<file path="config.mk">
export PLATFORM = sky130hd
export DESIGN_NAME = stm1_frame_aligner
export DESIGN_NICKNAME = d
export VERILOG_FILES = /design/src/rtl/stm1_frame_aligner_pkg.sv /design/src/rtl/stm1_frame_aligner_pos_counter.sv /design/src/rtl/stm1_frame_aligner.sv
export SDC_FILE = /design/constraint.sdc
export NUM_CORES = 1
export LEC_CHECK = 0
export ABC_AREA = 1
export BUFFER_PORTS_ARGS = -buffer_cell sky130_fd_sc_hd__buf_4
export CORE_UTILIZATION = 50
export DETAILED_ROUTE_END_ITERATION = 10
export MAX_ROUTING_LAYER = met4
export PLACE_DENSITY = 0.73
export SYNTH_ARGS = -nofsm -noshare
export SYNTH_HDL_FRONTEND = slang
export SYNTH_SLANG_ARGS = --single-unit
</file>
<file path="constraint.sdc">
create_clock -name clk -period 2.4 [get_ports clk]
set_input_delay 0.24 -clock clk [delete_from_list [all_inputs] [get_ports clk]]
set_output_delay 0.24 -clock clk [all_outputs]
set_load 0.01 [all_outputs]
</file>
<file path="src/rtl/stm1_frame_aligner_pkg.sv">
// Shared constants and types for the STM-1 receive framing path.
// Holds frame geometry, framing bytes, alignment thresholds and the
// alignment state encoding used by the aligner and downstream stages.
package stm1_frame_aligner_pkg;

  localparam int unsigned STM1_LENGTH      = 270;
  localparam int unsigned STM1_WIDTH       = 9;
  localparam int unsigned STM1_FRAME_BYTES = STM1_LENGTH * STM1_WIDTH;

  localparam logic [7:0] STM1_A1_BYTE = 8'hF6;
  localparam logic [7:0] STM1_A2_BYTE = 8'h28;
  localparam logic [47:0] STM1_FRAME_WORD = {{3{STM1_A1_BYTE}}, {3{STM1_A2_BYTE}}};

  localparam int unsigned HIT_FRAMES  = 2;
  localparam int unsigned MISS_FRAMES = 4;
  localparam int unsigned LOF_FRAMES  = 24;

  localparam int unsigned HIT_W   = $clog2(HIT_FRAMES + 1);
  localparam int unsigned MISS_W  = $clog2(MISS_FRAMES + 1);
  localparam int unsigned LOF_W   = $clog2(LOF_FRAMES + 1);
  localparam int unsigned ROW_W   = 4;
  localparam int unsigned COL_W   = 9;
  localparam int unsigned TIMER_W = 12;

  // Column of the last A2 byte in row 0.
  localparam int unsigned CHECK_COL = 5;

  typedef enum logic [1:0] {
    ALIGN_HUNT,
    ALIGN_PRESYNC,
    ALIGN_SYNC
  } align_state_t;

endpackage

</file>
<file path="src/rtl/stm1_frame_aligner_pos_counter.sv">
// stm1_pos_counter: row/column position counter for a LENGTH x WIDTH frame.
// row_o/col_o give the position of the next byte to arrive. load_i sets that
// position directly (and wins over en_i); en_i advances it by one byte,
// wrapping col at LENGTH-1 and row at WIDTH-1.
// Ports: clk, rst (sync, active-high), en_i, load_i, load_row_i, load_col_i,
//        row_o, col_o.
module stm1_pos_counter
  import stm1_frame_aligner_pkg::*;
#(
  parameter int unsigned LENGTH = STM1_LENGTH,
  parameter int unsigned WIDTH  = STM1_WIDTH
) (
  input  logic             clk,
  input  logic             rst,
  input  logic             en_i,
  input  logic             load_i,
  input  logic [ROW_W-1:0] load_row_i,
  input  logic [COL_W-1:0] load_col_i,
  output logic [ROW_W-1:0] row_o,
  output logic [COL_W-1:0] col_o
);

  logic [ROW_W-1:0] row_q, row_d;
  logic [COL_W-1:0] col_q, col_d;

  // Next position: load, or step with col/row wrap.
  always_comb begin
    row_d = row_q;
    col_d = col_q;
    if (load_i) begin
      row_d = load_row_i;
      col_d = load_col_i;
    end else if (en_i) begin
      if (col_q == COL_W'(LENGTH - 1)) begin
        col_d = '0;
        row_d = (row_q == ROW_W'(WIDTH - 1)) ? '0 : row_q + ROW_W'(1);
      end else begin
        col_d = col_q + COL_W'(1);
      end
    end
  end

  always_ff @(posedge clk) begin
    if (rst) begin
      row_q <= '0;
      col_q <= '0;
    end else begin
      row_q <= row_d;
      col_q <= col_d;
    end
  end

  assign row_o = row_q;
  assign col_o = col_q;

endmodule

</file>
<file path="src/rtl/stm1_frame_aligner.sv">
// stm1_frame_aligner: hunts the A1A1A1A2A2A2 framing word in a raw STM-1
// byte stream, locks to the frame and tags each byte with row/col/SOF.
// Reports in-frame, out-of-frame and loss-of-frame status.
// Ports: clk, rst (sync, active-high), in_valid, in_data[7:0],
//        out_valid, out_data[7:0], out_sof, out_row[3:0], out_col[8:0],
//        in_frame, oof, lof. All outputs registered, 1 clk latency.
module stm1_frame_aligner
  import stm1_frame_aligner_pkg::*;
#(
  parameter int unsigned LENGTH = STM1_LENGTH,
  parameter int unsigned WIDTH  = STM1_WIDTH
) (
  input  logic             clk,
  input  logic             rst,
  input  logic             in_valid,
  input  logic [7:0]       in_data,
  output logic             out_valid,
  output logic [7:0]       out_data,
  output logic             out_sof,
  output logic [ROW_W-1:0] out_row,
  output logic [COL_W-1:0] out_col,
  output logic             in_frame,
  output logic             oof,
  output logic             lof
);

  localparam int unsigned FRAME_BYTES = LENGTH * WIDTH;

  align_state_t      state_q, state_d;
  logic [39:0]       hist_q;
  logic [47:0]       window;
  logic [HIT_W-1:0]  hit_q, hit_d;
  logic [MISS_W-1:0] miss_q, miss_d;
  logic [TIMER_W-1:0] timer_q, timer_d;
  logic [LOF_W-1:0]  lof_cnt_q, lof_cnt_d;
  logic [LOF_W-1:0]  sync_cnt_q, sync_cnt_d;
  logic              lof_d;
  logic [ROW_W-1:0]  pos_row;
  logic [COL_W-1:0]  pos_col;
  logic              match, check_pt, timer_wrap, sync_d, pos_load;

  // Last five bytes plus the current one form the 6-byte match window.
  assign window     = {hist_q, in_data};
  assign match      = (window == STM1_FRAME_WORD);
  assign check_pt   = (pos_row == '0) && (pos_col == COL_W'(CHECK_COL));
  assign timer_wrap = (timer_q == TIMER_W'(FRAME_BYTES - 1));
  assign timer_d    = timer_wrap ? '0 : timer_q + TIMER_W'(1);
  assign sync_d     = (state_d == ALIGN_SYNC);

  // A hunt match makes the current byte the last A2, so the next is col+1.
  assign pos_load = in_valid && (state_q == ALIGN_HUNT) && match;

  stm1_pos_counter #(
    .LENGTH (LENGTH),
    .WIDTH  (WIDTH)
  ) u_pos (
    .clk        (clk),
    .rst        (rst),
    .en_i       (in_valid),
    .load_i     (pos_load),
    .load_row_i (ROW_W'(0)),
    .load_col_i (COL_W'(CHECK_COL + 1)),
    .row_o      (pos_row),
    .col_o      (pos_col)
  );

  // Alignment next-state and hit/miss counters.
  always_comb begin
    state_d = state_q;
    hit_d   = hit_q;
    miss_d  = miss_q;
    case (state_q)
      ALIGN_HUNT: begin
        if (match) begin
          state_d = ALIGN_PRESYNC;
          hit_d   = HIT_W'(1);
          miss_d  = '0;
        end
      end
      ALIGN_PRESYNC: begin
        if (check_pt) begin
          if (match) begin
            if (hit_q != HIT_W'(HIT_FRAMES)) hit_d = hit_q + HIT_W'(1);
            if (hit_d == HIT_W'(HIT_FRAMES)) begin
              state_d = ALIGN_SYNC;
              miss_d  = '0;
            end
          end else begin
            state_d = ALIGN_HUNT;
            hit_d   = '0;
          end
        end
      end
      ALIGN_SYNC: begin
        if (check_pt) begin
          if (match) begin
            miss_d = '0;
          end else begin
            if (miss_q != MISS_W'(MISS_FRAMES)) miss_d = miss_q + MISS_W'(1);
            if (miss_d == MISS_W'(MISS_FRAMES)) begin
              state_d = ALIGN_HUNT;
              hit_d   = '0;
              miss_d  = '0;
            end
          end
        end
      end
      default: state_d = ALIGN_HUNT;
    endcase
  end

  // LOF: count frame periods out of frame to set, in frame to clear.
  always_comb begin
    lof_cnt_d  = lof_cnt_q;
    sync_cnt_d = sync_cnt_q;
    lof_d      = lof;
    if (sync_d && (state_q != ALIGN_SYNC)) begin
      lof_cnt_d = '0;
    end else if (oof && timer_wrap && (lof_cnt_q != LOF_W'(LOF_FRAMES))) begin
      lof_cnt_d = lof_cnt_q + LOF_W'(1);
      if (lof_cnt_d == LOF_W'(LOF_FRAMES)) lof_d = 1'b1;
    end
    if (state_q != ALIGN_SYNC) begin
      sync_cnt_d = '0;
    end else if (timer_wrap && (sync_cnt_q != LOF_W'(LOF_FRAMES))) begin
      sync_cnt_d = sync_cnt_q + LOF_W'(1);
      if (sync_cnt_d == LOF_W'(LOF_FRAMES)) lof_d = 1'b0;
    end
  end

  // State, counters and output registers; everything holds on idle cycles.
  always_ff @(posedge clk) begin
    if (rst) begin
      state_q    <= ALIGN_HUNT;
      hist_q     <= '0;
      hit_q      <= '0;
      miss_q     <= '0;
      timer_q    <= '0;
      lof_cnt_q  <= '0;
      sync_cnt_q <= '0;
      out_valid  <= 1'b0;
      out_data   <= '0;
      out_sof    <= 1'b0;
      out_row    <= '0;
      out_col    <= '0;
      in_frame   <= 1'b0;
      oof        <= 1'b1;
      lof        <= 1'b0;
    end else begin
      out_valid <= in_valid;
      if (in_valid) begin
        state_q    <= state_d;
        hist_q     <= window[39:0];
        hit_q      <= hit_d;
        miss_q     <= miss_d;
        timer_q    <= timer_d;
        lof_cnt_q  <= lof_cnt_d;
        sync_cnt_q <= sync_cnt_d;
        lof        <= lof_d;
        out_data   <= in_data;
        out_sof    <= sync_d && (pos_row == '0) && (pos_col == '0);
        out_row    <= sync_d ? pos_row : '0;
        out_col    <= sync_d ? pos_col : '0;
        in_frame   <= sync_d;
        oof        <= !sync_d;
      end
    end
  end

endmodule

</file>
==> results.py <==
metrics = {
    "run_status": {
        "run_status": "finished clean",
    },
    "synth": {
        "ys_warn_count": 0,
        "mappedNetlistNets": 688,
        "synth-seq-cells": 100,
        "seq_area_frac_synth_pct": 40.8,
        "synth_cells": 658,
        "synth-async-reset-ratio_pct": 0,
        "synth_edf_count": 0,
        "synth_ff_type": "dfxtp_1",
        "syn_area_per_cell_um2": 7.45,
        "synthDistinctLibCells": 38,
        "synth_area_um2": 4900,
        "synth_top_area_cell": "dfxtp_1",
        "yosys-top-cells-area": "dfxtp_1, nand2_1, nor2_1",
        "synth_top_area_share_pct": 40.8,
    },
    "placement": {
        "gp_congestion": 0.888,
        "port_buffers": 36,
        "dpl.hpwl_mm": 6.70,
        "place_area_um2": 5220,
    },
    "critical_path": {
        "crit_end": "out_col[8]",
        "arrival_ps": 2480,
        "critPathLaunchType": "flip-flop",
        "crit_start": "miss_q[0]",
        "crit_required_ps": 2710,
        "endpoint_kind": "flip-flop",
        "r2r_cells": 15,
        "worst-path-max-fanout": 5,
        "timing.rr.start": "miss_q[0]",
        "r2r_setup_slack_ps": 230,
        "worstSetupPathType": "flip-flop to flip-flop",
        "r2r-end": "out_col[8]",
    },
    "cells_and_area": {
        "final_core_util_pct": 58.4,
        "final_area_um2": 5470,
        "drive_gt1_share_pct": 17.0,
        "multi_input_area_um2": 2430,
        "nNetsFinal": 715,
        "n_antenna_cell": 0,
        "final_cell_mix": "dfxtp_1, nand2_1, nor2_1",
        "seq_area_um2": 2000,
        "num-fill-cells": 886,
        "layout_commonest_cell": "dfxtp_1",
        "area.growth.synth_to_final_pct": 11.6,
    },
    "sta": {
        "hold_violations": 0,
        "setup_tns_ps": 0,
        "finClkSkew_ps": 20.9,
        "hold_ws_ps": 97.4,
        "final_max_slew_viol_count": 0,
        "slew_headroom_pct": 65.6,
        "tightest_slew_ps": 516,
        "finalSetupViolCount": 0,
        "fin_crit_ps": 2170,
        "fin_crit_sh_pct": 90.4,
        "fmax_ghz": 0.461,
    },
    "clock_tree": {
        "clk_pin_slew_ps": 110,
        "hold_buffers": 0,
        "clk_latency_ps": 370,
        "cts_tree": "done",
        "htree_levels": 3,
        "cts_buffer_depth": 2,
        "numCtsBuffers": 9,
        "cts_sinks": 100,
        "cts-root-buf": "clkbuf_8",
    },
    "global_route": {
        "grt.total_usage_pct": 20.9,
        "grt_max_degree": 62,
        "antenna_found_initial": 0,
        "grt_overflow_total": 0,
        "grt_pass1_vias": 3847,
        "grt_pass1_wl_mm": 16.8,
    },
    "route": {
        "vias_per_cell": 5.11,
        "drt_wl_total_mm": 9.73,
        "drt.antenna.violating_nets": 0,
        "drc_errors": 0,
        "dr.pass1.iters": 4,
        "via_count": 4181,
        "drtIter0Drc": 161,
        "detail_route.wl_per_cell_um": 11.9,
    },
    "power_and_ir_drop": {
        "total_power_uw": 3170,
        "peakVddDrop_v": 0.000294,
        "power_density_nw_per_um2": 580,
        "p_leak_uw": 0.00216,
    },
    "worst_hold_path": {
        "min_path_type": "input port to flip-flop",
    },
    "floorplan": {
        "die_y_um": 101,
        "io_pins": 37,
        "die_area_um2": 10200,
        "start_util_pct": 52.3,
        "placeableCoreArea_um2": 9370,
        "std_cell_rows": 35,
        "die_width_um": 101,
    },
    "job": {
        "max_cap_violations": 0,
    },
}
layer usage:
layer / share of wire (%) / global-route usage, % / vias to the layer above
li1: - / - / 2189
met1: 50 / 27.2 / 1904
met2: 47 / 33.5 / 84
met3: 3.0 / 3.12 / 4
met4: 0.43 / 6.47 / 0
met5: 0 / - / -
worst min path at each step:
stage | startpoint | endpoint | slack [ps] | cells after the start
after floorplan | in_data[0] | out_data[0] | 370 | 2
after global placement | hist_q[10] | hist_q[18] | 450 | 2
after detailed placement | lof | lof | 450 | 2
after CTS | in_data[5] | out_data[5] | 80 | 3
after global routing | in_data[5] | out_data[5] | 90 | 3
final | in_data[5] | out_data[5] | 100 | 3
final cells by class:
class | instances | area share, %
clock buffer | 9 | 2.26
clock inverter | 7 | 1.30
inverter | 83 | 5.70
multi-input combinational | 443 | 44.4
sequential | 100 | 36.6
tap | 129 | 2.95
timing repair buffer | 48 | 6.82
metrics by stage:
step | std cells | setup slack [ps]
floorplan | 658 | 475
global placement | 798 | 297
detailed placement | 798 | 219
CTS | 814 | 171
global route | 819 | -7.93
finish | 819 | 230
flip-flops by register name, indices dropped and copies added, names as in the netlist:
register and cells:
sync_cnt_q 5, u_pos.col_o 9, out_data 7, timer_q 12
hit_q 2, out_col 9, lof 1, out_row 4
oof 1, lof_cnt_q 5, out_sof 1, miss_q 3
state_q 2, out_valid 1, u_pos.row_o 4, in_frame 1
hist_q 33
cell families (layout without fill, tap and decap cells):
family	Yosys count	after routing	synth area share, %
compound gates	137	137	15.4
xor+xnor	12	12	2.14
simple gates	274	275	26.9
buf+inv	116	147	9.90
flops	100	100	40.8
fa+ha+maj	19	19	4.85
timing repair:
item	4_1_cts	5_1_grt
gates resized for setup	0	2
setup endpoints to repair	0	21
setup buffers	0	4
critical path, stage by stage, from the launching register on:
cell,delay [ps]
dfxtp_1,360
inv_2,50
ha_1,190
nand2_1,100
xor2_1,190
nand2_1,90
nor2_1,100
nand2_1,90
o21ai_1,120
nand3_1,100
nand2_2,150
nand2_4,100
nor2_8,170
buf_4,170
nand2_2,50
a21oi_2,100
Yosys cell counts, drive strengths merged (3+ instances only):
| master | n |
|---|---|
| buf | 14 |
| nor3 | 17 |
| nand3 | 31 |
| inv | 80 |
| xor2 | 10 |
| nand4 | 7 |
| o21ai | 59 |
| a211oi | 7 |
| nand3b | 4 |
| dfxtp | 100 |
| clkbuf | 19 |
| clkinv | 3 |
| nor2 | 95 |
| a21oi | 64 |
| nand2 | 107 |
| nor3b | 8 |
| nor4 | 3 |
| ha | 19 |
| a31oi | 4 |
report_power, final:
part | switching, uW | internal [uW]
sequential | 48.0 | 1730
combinational | 224 | 135
clock | 636 | 404
total | 908 | 2270
No activity file was read; power rests on OpenSTA's default activity.
